==> config.mk <==
export PLATFORM = sky130hd
export DESIGN_NAME = led_bounce_ctrl
export DESIGN_NICKNAME = d
export VERILOG_FILES = /design/src/rtl/led_bounce_ctrl.sv
export SDC_FILE = /design/constraint.sdc
export NUM_CORES = 1
export LEC_CHECK = 0
export ABC_AREA = 0
export CAP_MARGIN = 20
export CELL_PAD_IN_SITES_DETAIL_PLACEMENT = 1
export CELL_PAD_IN_SITES_GLOBAL_PLACEMENT = 2
export CORE_MARGIN = 1
export CORE_UTILIZATION = 38
export DETAILED_ROUTE_END_ITERATION = 8
export PLACE_DENSITY_LB_ADDON = 0.12
export RECOVER_POWER = 50
export SLEW_MARGIN = 20
export SYNTH_ARGS = -nofsm -noshare
export SYNTH_HDL_FRONTEND = slang
export SYNTH_SLANG_ARGS = --single-unit
==> constraint.sdc <==
create_clock -name clk -period 5.2 [get_ports clk]
set_input_delay 0.52 -clock clk [delete_from_list [all_inputs] [get_ports clk]]
set_output_delay 0.52 -clock clk [all_outputs]
set_load 0.005 [all_outputs]
==> src/rtl/led_bounce_ctrl.sv <==
// Bouncing-marker controller: one marker sweeps the LED bar, blinking in the edge
// zones and punching a hole in the lit middle band; optional hex readout and freeze.
//
// state  | meaning
// IDLE   | static band with dark HOLE_POS, waiting for a start edge
// RUN_R  | marker stepping toward LED0
// RUN_L  | marker stepping toward LED[N_LEDS-1]
// FROZEN | latched end state, left only through reset
module led_bounce_ctrl #(
    parameter int N_LEDS        = 16,
    parameter int START_POS     = 8,
    parameter int ZONE_LO       = 2,
    parameter int ZONE_HI       = 12,
    parameter int HOLE_POS      = 8,
    parameter int STEP_R_CYC    = 65000000,
    parameter int STEP_L_CYC    = 130000000,
    parameter int BLINK_LO_HALF = 9090909,
    parameter int BLINK_HI_HALF = 20000000,
    parameter int REFRESH_CYC   = 100000,
    localparam int POS_W        = $clog2(N_LEDS)
) (
    input  logic              clk,
    input  logic              rst_n,
    input  logic              start,
    input  logic              freeze,
    input  logic              show_en,
    output logic [N_LEDS-1:0] led,
    output logic [3:0]        an,
    output logic [7:0]        seg,
    output logic [POS_W-1:0]  pos,
    output logic              dir,
    output logic [7:0]        bounces,
    output logic              frozen
);
    localparam int STEP_MAX = (STEP_R_CYC > STEP_L_CYC) ? STEP_R_CYC : STEP_L_CYC;
    localparam int STEP_W   = $clog2(STEP_MAX + 1);
    localparam int BLO_W    = $clog2(BLINK_LO_HALF + 1);
    localparam int BHI_W    = $clog2(BLINK_HI_HALF + 1);
    localparam int REF_W    = $clog2(REFRESH_CYC + 1);

    function automatic logic [N_LEDS-1:0] band_mask();
        logic [N_LEDS-1:0] m;
        m = '0;
        for (int i = 0; i < N_LEDS; i++)
            if (i >= ZONE_LO && i <= ZONE_HI) m[i] = 1'b1;
        return m;
    endfunction

    localparam logic [N_LEDS-1:0] BAND     = band_mask();
    localparam logic [N_LEDS-1:0] IDLE_PAT = BAND & ~(N_LEDS'(1) << HOLE_POS);

    function automatic logic [7:0] hex7(input logic [3:0] d);
        case (d)
            4'h0: hex7 = 8'hC0;  4'h1: hex7 = 8'hF9;  4'h2: hex7 = 8'hA4;  4'h3: hex7 = 8'hB0;
            4'h4: hex7 = 8'h99;  4'h5: hex7 = 8'h92;  4'h6: hex7 = 8'h82;  4'h7: hex7 = 8'hF8;
            4'h8: hex7 = 8'h80;  4'h9: hex7 = 8'h90;  4'hA: hex7 = 8'h88;  4'hB: hex7 = 8'h83;
            4'hC: hex7 = 8'hA7;  4'hD: hex7 = 8'hA1;  4'hE: hex7 = 8'h86;  default: hex7 = 8'h8E;
        endcase
    endfunction

    typedef enum logic [1:0] {IDLE, RUN_R, RUN_L, FROZEN} state_t;

    state_t             state, state_nxt;
    logic [1:0]         rst_sync;
    logic               rst_i_n;
    logic               start_q, start_vld, start_edge;
    logic [STEP_W-1:0]  step_cnt, step_lim;
    logic               step_tick;
    logic [POS_W-1:0]   pos_q, pos_nxt;
    logic               dir_q, dir_nxt;
    logic [7:0]         bnc_q, bnc_nxt;
    logic [BLO_W-1:0]   blo_cnt;
    logic [BHI_W-1:0]   bhi_cnt;
    logic               blo_ph, bhi_ph;
    logic [REF_W-1:0]   ref_cnt;
    logic               scan_slot;
    logic [N_LEDS-1:0]  led_q, led_nxt;
    logic [3:0]         an_q, an_nxt;
    logic [7:0]         seg_q, seg_nxt;
    logic [7:0]         pos_ext;
    int                 pos_i;
    logic               in_band, below;

    // Assert immediately, release two clocks later so deassertion is synchronous.
    always_ff @(posedge clk or negedge rst_n) begin
        if (!rst_n) rst_sync <= 2'b00;
        else        rst_sync <= {rst_sync[0], 1'b1};
    end
    assign rst_i_n = rst_sync[1];

    // start_vld blocks a bogus edge when start is already high as reset releases.
    assign start_edge = start & ~start_q & start_vld;
    assign step_lim   = (state == RUN_L) ? STEP_W'(STEP_L_CYC - 1) : STEP_W'(STEP_R_CYC - 1);
    assign step_tick  = ((state == RUN_R) || (state == RUN_L)) && (step_cnt == step_lim);

    assign pos_i   = int'(pos_q);
    assign in_band = (pos_i >= ZONE_LO) && (pos_i <= ZONE_HI);
    assign below   = (pos_i < ZONE_LO);
    assign pos_ext = 8'(pos_q);

    always_comb begin
        state_nxt = state;
        pos_nxt   = pos_q;
        dir_nxt   = dir_q;
        bnc_nxt   = bnc_q;
        case (state)
            IDLE: begin
                if (freeze)          state_nxt = FROZEN;
                else if (start_edge) state_nxt = RUN_R;
            end
            RUN_R: begin
                if (freeze) state_nxt = FROZEN;
                else if (step_tick) begin
                    if (pos_q != '0) pos_nxt = pos_q - POS_W'(1);
                    else begin
                        state_nxt = RUN_L;
                        dir_nxt   = 1'b1;
                        bnc_nxt   = (bnc_q == 8'hFF) ? 8'hFF : bnc_q + 8'd1;
                    end
                end
            end
            RUN_L: begin
                if (freeze) state_nxt = FROZEN;
                else if (step_tick) begin
                    if (pos_q != POS_W'(N_LEDS - 1)) pos_nxt = pos_q + POS_W'(1);
                    else begin
                        state_nxt = RUN_R;
                        dir_nxt   = 1'b0;
                        bnc_nxt   = (bnc_q == 8'hFF) ? 8'hFF : bnc_q + 8'd1;
                    end
                end
            end
            FROZEN:  state_nxt = FROZEN;
            default: state_nxt = IDLE;
        endcase
    end

    always_comb begin
        led_nxt = BAND;
        if (in_band)    led_nxt[pos_q] = 1'b0;
        else if (below) led_nxt[pos_q] = blo_ph;
        else            led_nxt[pos_q] = bhi_ph;
    end

    always_comb begin
        an_nxt  = 4'b1111;
        seg_nxt = 8'hFF;
        if (state == FROZEN) begin
            an_nxt  = in_band ? 4'b1001 : 4'b0110;
            seg_nxt = in_band ? 8'hA7 : 8'h86;
        end else if (show_en) begin
            if (N_LEDS > 16 && scan_slot) begin
                an_nxt  = 4'b1101;
                seg_nxt = hex7(pos_ext[7:4]);
            end else begin
                an_nxt  = 4'b1110;
                seg_nxt = hex7(pos_ext[3:0]);
            end
        end
    end

    always_ff @(posedge clk or negedge rst_i_n) begin
        if (!rst_i_n) begin
            state     <= IDLE;
            start_q   <= 1'b0;
            start_vld <= 1'b0;
            step_cnt  <= '0;
            pos_q     <= POS_W'(START_POS);
            dir_q     <= 1'b0;
            bnc_q     <= 8'd0;
            blo_cnt   <= '0;
            bhi_cnt   <= '0;
            blo_ph    <= 1'b0;
            bhi_ph    <= 1'b0;
            ref_cnt   <= '0;
            scan_slot <= 1'b0;
            led_q     <= IDLE_PAT;
            an_q      <= 4'b1111;
            seg_q     <= 8'hFF;
        end else begin
            state     <= state_nxt;
            start_q   <= start;
            start_vld <= 1'b1;
            pos_q     <= pos_nxt;
            dir_q     <= dir_nxt;
            bnc_q     <= bnc_nxt;
            an_q      <= an_nxt;
            seg_q     <= seg_nxt;
            if (state_nxt != state || step_tick) step_cnt <= '0;
            else if (state == RUN_R || state == RUN_L) step_cnt <= step_cnt + STEP_W'(1);
            if (state != FROZEN) begin
                if (blo_cnt == BLO_W'(BLINK_LO_HALF - 1)) begin
                    blo_cnt <= '0;
                    blo_ph  <= ~blo_ph;
                end else blo_cnt <= blo_cnt + BLO_W'(1);
                if (bhi_cnt == BHI_W'(BLINK_HI_HALF - 1)) begin
                    bhi_cnt <= '0;
                    bhi_ph  <= ~bhi_ph;
                end else bhi_cnt <= bhi_cnt + BHI_W'(1);
            end
            if (ref_cnt == REF_W'(REFRESH_CYC - 1)) begin
                ref_cnt   <= '0;
                scan_slot <= ~scan_slot;
            end else ref_cnt <= ref_cnt + REF_W'(1);
            if (state == IDLE)        led_q <= IDLE_PAT;
            else if (state != FROZEN) led_q <= led_nxt;
        end
    end

    assign led     = led_q;
    assign an      = an_q;
    assign seg     = seg_q;
    assign pos     = pos_q;
    assign dir     = dir_q;
    assign bounces = bnc_q;
    assign frozen  = (state == FROZEN);
endmodule

==> flow_metrics.env <==
export IMPL_async_reset_ff_share_pct=100.0
export IMPL_synthFlopType="dfrtp_1"
export IMPL_use_met2_pct=31.11
export IMPL_dpl_hpwl_um=10830
export IMPL_via_per_inst=5.346
export IMPL_grt_busiest_layer="met2"
export IMPL_grt_pass1_wl_um=27210
export IMPL_finClkSkew_ns=0.007858
export IMPL_cp_max_fo=30
export IMPL_synth_distinct_cells=70
export IMPL_path_clk_slew_ns=0.06
export IMPL_crit_chain="ha_1 > clkbuf_1 > clkdlybuf4s50_1"
export IMPL_peakVddDrop_uv=229.7
export IMPL_fin_crit_ns=3.274
export IMPL_dr_total_vias=4977
export IMPL_layout_drive_gt1_share_pct=11.67
export IMPL_portBuffers=45
export IMPL_synth_edff_count=0
export IMPL_htree_levels=4
export IMPL_yosysSeqAreaShare_pct=47.98
export IMPL_reg2reg_depth=1
export IMPL_dieArea_um2=17550
export IMPL_cts_tree="built"
export IMPL_p_leak_nw=3.467
export IMPL_antennaDiodeCount=0
export IMPL_cts_setup_buffers=0
export IMPL_startpoint_type="register"
export IMPL_areaGrowthSynthToFinish_pct=19.24
export IMPL_slew_headroom_pct=-100.0
export IMPL_layout_nets=722
export IMPL_drv_slew=75
export IMPL_drt_first_iter_violations=221
export IMPL_crit_slowest_cell="clkbuf_1"
export IMPL_hold_viol_final=0
export IMPL_placed_area_um2=7092
export IMPL_place_congestion=0.7858
export IMPL_cap_viol_max_count=1
export IMPL_critPathArrivalTime_ns=2.75
export IMPL_fmax_ghz=0.3054
export IMPL_io_pins=47
export IMPL_tightest_slew_ns=3.000
export IMPL_fin_util_pct=46.52
export IMPL_initial_core_util_pct=39.01
export IMPL_required_ns=4.68
export IMPL_synth_top_cells_by_area="dfrtp_1 39%, dfstp_2 8.5%, xor2_1 5.0%, xnor2_1 4.6%, nor2_1 4.0%"
export IMPL_synth_warnings=0
export IMPL_synth_area_leader_cell="dfrtp_1"
export IMPL_grt_use_met3_pct=3.793
export IMPL_antenna_found_initial=0
export IMPL_criticalPathCategory="register to output pin"
export IMPL_dieWidth_um=132.5
export IMPL_totalPowerFinal_mw=2.249
export IMPL_cts_resized=0
export IMPL_run_status="finished with violations"
export IMPL_gr_usage_all_layers_pct=19.47
export IMPL_routed_wl_um=15890
export IMPL_clock_sinks=123
export IMPL_failed_checks="capacitance limit, slew limit"
export IMPL_cts_root_buf="clkbuf_16"
export IMPL_first_pass_iters=4
export IMPL_design_core_area_um2=16580
export IMPL_tns_ns=0
export IMPL_synth_area_um2=6470
export IMPL_clkLatencyLatePin_ns=0.42
export IMPL_synth_top_area_share_pct=39.45
export IMPL_endpoint_kind="output pin"
export IMPL_powerDensity_nw_per_um2=291.6
export IMPL_layout_setup_ws_ns=1.926
export IMPL_cts_buffers=17
export IMPL_period_share_pct=62.96
export IMPL_cts_max_path_buffers=2
export IMPL_crit_path_max_incr_delay_ns=0.93
export IMPL_drc=0
export IMPL_grt_remaining_overflow=0
export IMPL_holdCritPathClass="input port to async pin"
export IMPL_ant_nets=0
export IMPL_synth_area_per_cell_um2=9.908
export IMPL_grt_max_degree=75
export IMPL_dp_slack_ns=2.120
export IMPL_grt_use_met1_pct=26.19
export IMPL_setup_viol=0
export IMPL_grt_pass1_vias=5228
export IMPL_die_h_um=132.5
export IMPL_final_area_um2=7715
export IMPL_ys_seq_elements=123
export IMPL_routedWlPerCell_um=17.07
export IMPL_rsz0062_at_grt="false"
export IMPL_num_rows=47
export IMPL_syn_inst=653
export IMPL_ctsHoldBuffers=0
logic make-up (layout without fill, tap and decap cells):
kind of cell / Yosys count / after routing / share of synthesized area (%)
AOI/OAI and AO/OA: 77 / 77 / 7.465
DFF: 123 / 123 / 47.98
adders and majority gates: 19 / 19 / 3.790
muxes: 13 / 13 / 2.572
xor gates and xnor gates: 71 / 71 / 9.611
other: 1 / 3 / 0.05796
and+or+nand+nor: 295 / 295 / 24.72
buffers and inverters: 54 / 110 / 3.810
layout by cell type, fill, tap and decap left out, drive strengths merged, types with 6 or more instances in the layout:
cell type,Yosys,routed
dfrtp,102,102
or3,7,7
a21oi,30,30
nand4,27,27
o21ai,9,9
nand2b,11,11
clkbuf,12,21
dlygate4sd3,0,29
nand3,40,40
and3,17,17
o22ai,6,6
nand2,50,50
xor2,37,37
mux2,8,8
and2,6,6
inv,31,32
clkdlybuf4s50,0,16
dfstp,21,21
nor3,20,20
xnor2,34,34
nor4,9,9
a31oi,8,8
nor2,70,70
ha,18,18
and4,8,8
per-stage QoR:
stage / std cells / hold WS (ns)
final: 931 / 0.3203
after global routing: 931 / 0.3173
after CTS: 931 / 0.2350
after detailed placement: 899 / 0.3452
after global placement: 899 / 0.3401
after floorplan: 655 / 0.2244
where the power goes:
| part | switching [mW] | internal [mW] | leakage [nW] |
|---|---|---|---|
| clock | 0.441 | 0.824 | 0.306 |
| sequential | 0.0113 | 0.960 | 1.59 |
| combinational | 0.0101 | 0.00350 | 1.57 |
| total | 0.462 | 1.79 | 3.47 |
layout make-up:
class | count | area, um^2
inverter | 31 | 116.4
multi-input combinational | 478 | 3132
sequential | 123 | 3104
timing repair buffer | 47 | 461.7
tap | 220 | 275.3
clock inverter | 12 | 168.9
clock buffer | 20 | 456.7
fill | 1911 | 8869
worst max-delay path, delay by kind of cell (launching register included):
kind       cells  cell delay (ns)
buf+inv        2             1.62
fa+ha+maj      1             0.20
flops          1             0.50
synth_stat cells, types with 3 or more instances:
| master | n |
|---|---|
| a21oi_1 | 30 |
| a31oi_1 | 8 |
| and2_1 | 6 |
| and3_1 | 14 |
| and3_2 | 3 |
| and4_1 | 6 |
| buf_2 | 5 |
| buf_4 | 3 |
| clkbuf_1 | 11 |
| dfrtp_1 | 102 |
| dfstp_2 | 21 |
| ha_1 | 18 |
| inv_1 | 30 |
| mux2_4 | 7 |
| mux2i_1 | 5 |
| nand2_1 | 49 |
| nand2b_1 | 11 |
| nand3_1 | 36 |
| nand3_2 | 4 |
| nand3b_1 | 3 |
| nand4_1 | 27 |
| nor2_1 | 69 |
| nor2b_1 | 5 |
| nor3_1 | 18 |
| nor4_1 | 8 |
| o21a_1 | 4 |
| o21ai_0 | 9 |
| o22ai_1 | 6 |
| o31ai_1 | 4 |
| or3_1 | 7 |
| or4_1 | 4 |
| xnor2_1 | 34 |
| xor2_1 | 37 |
registers in the layout (all words and copies together) (netlist names):
signal,cells
bhi_ph,1
dir,1
rst_sync,2
blo_cnt,24
start_q,1
pos,4
bounces,8
bhi_cnt,25
state,2
blo_ph,1
step_cnt,27
seg,7
start_vld,1
led,16
an,3
worst paths after layout:
check | slack, ns | from | end
setup / recovery | 1.93 | state[1] | frozen
min in group clk | 0.36 | rst_sync[0] | rst_sync[1]
hold reg to reg | 0.36 | rst_sync[0] | rst_sync[1]
setup reg to reg | 2.02 | rst_sync[1] | led[14]
hold / removal | 0.32 | rst_n | rst_sync[0]
max in group asynchronous | 2.02 | rst_sync[1] | led[14]
per-layer routing:
metal	part of all wire, %	vias to the layer above	routed length, um
met5	0	-	0
met4	1.8	0	284
met3	2.7	25	427
met2	48	71	7582
met1	48	2506	7598
li1	-	2375	-
Note: power is estimated with default switching activity, not from simulation.
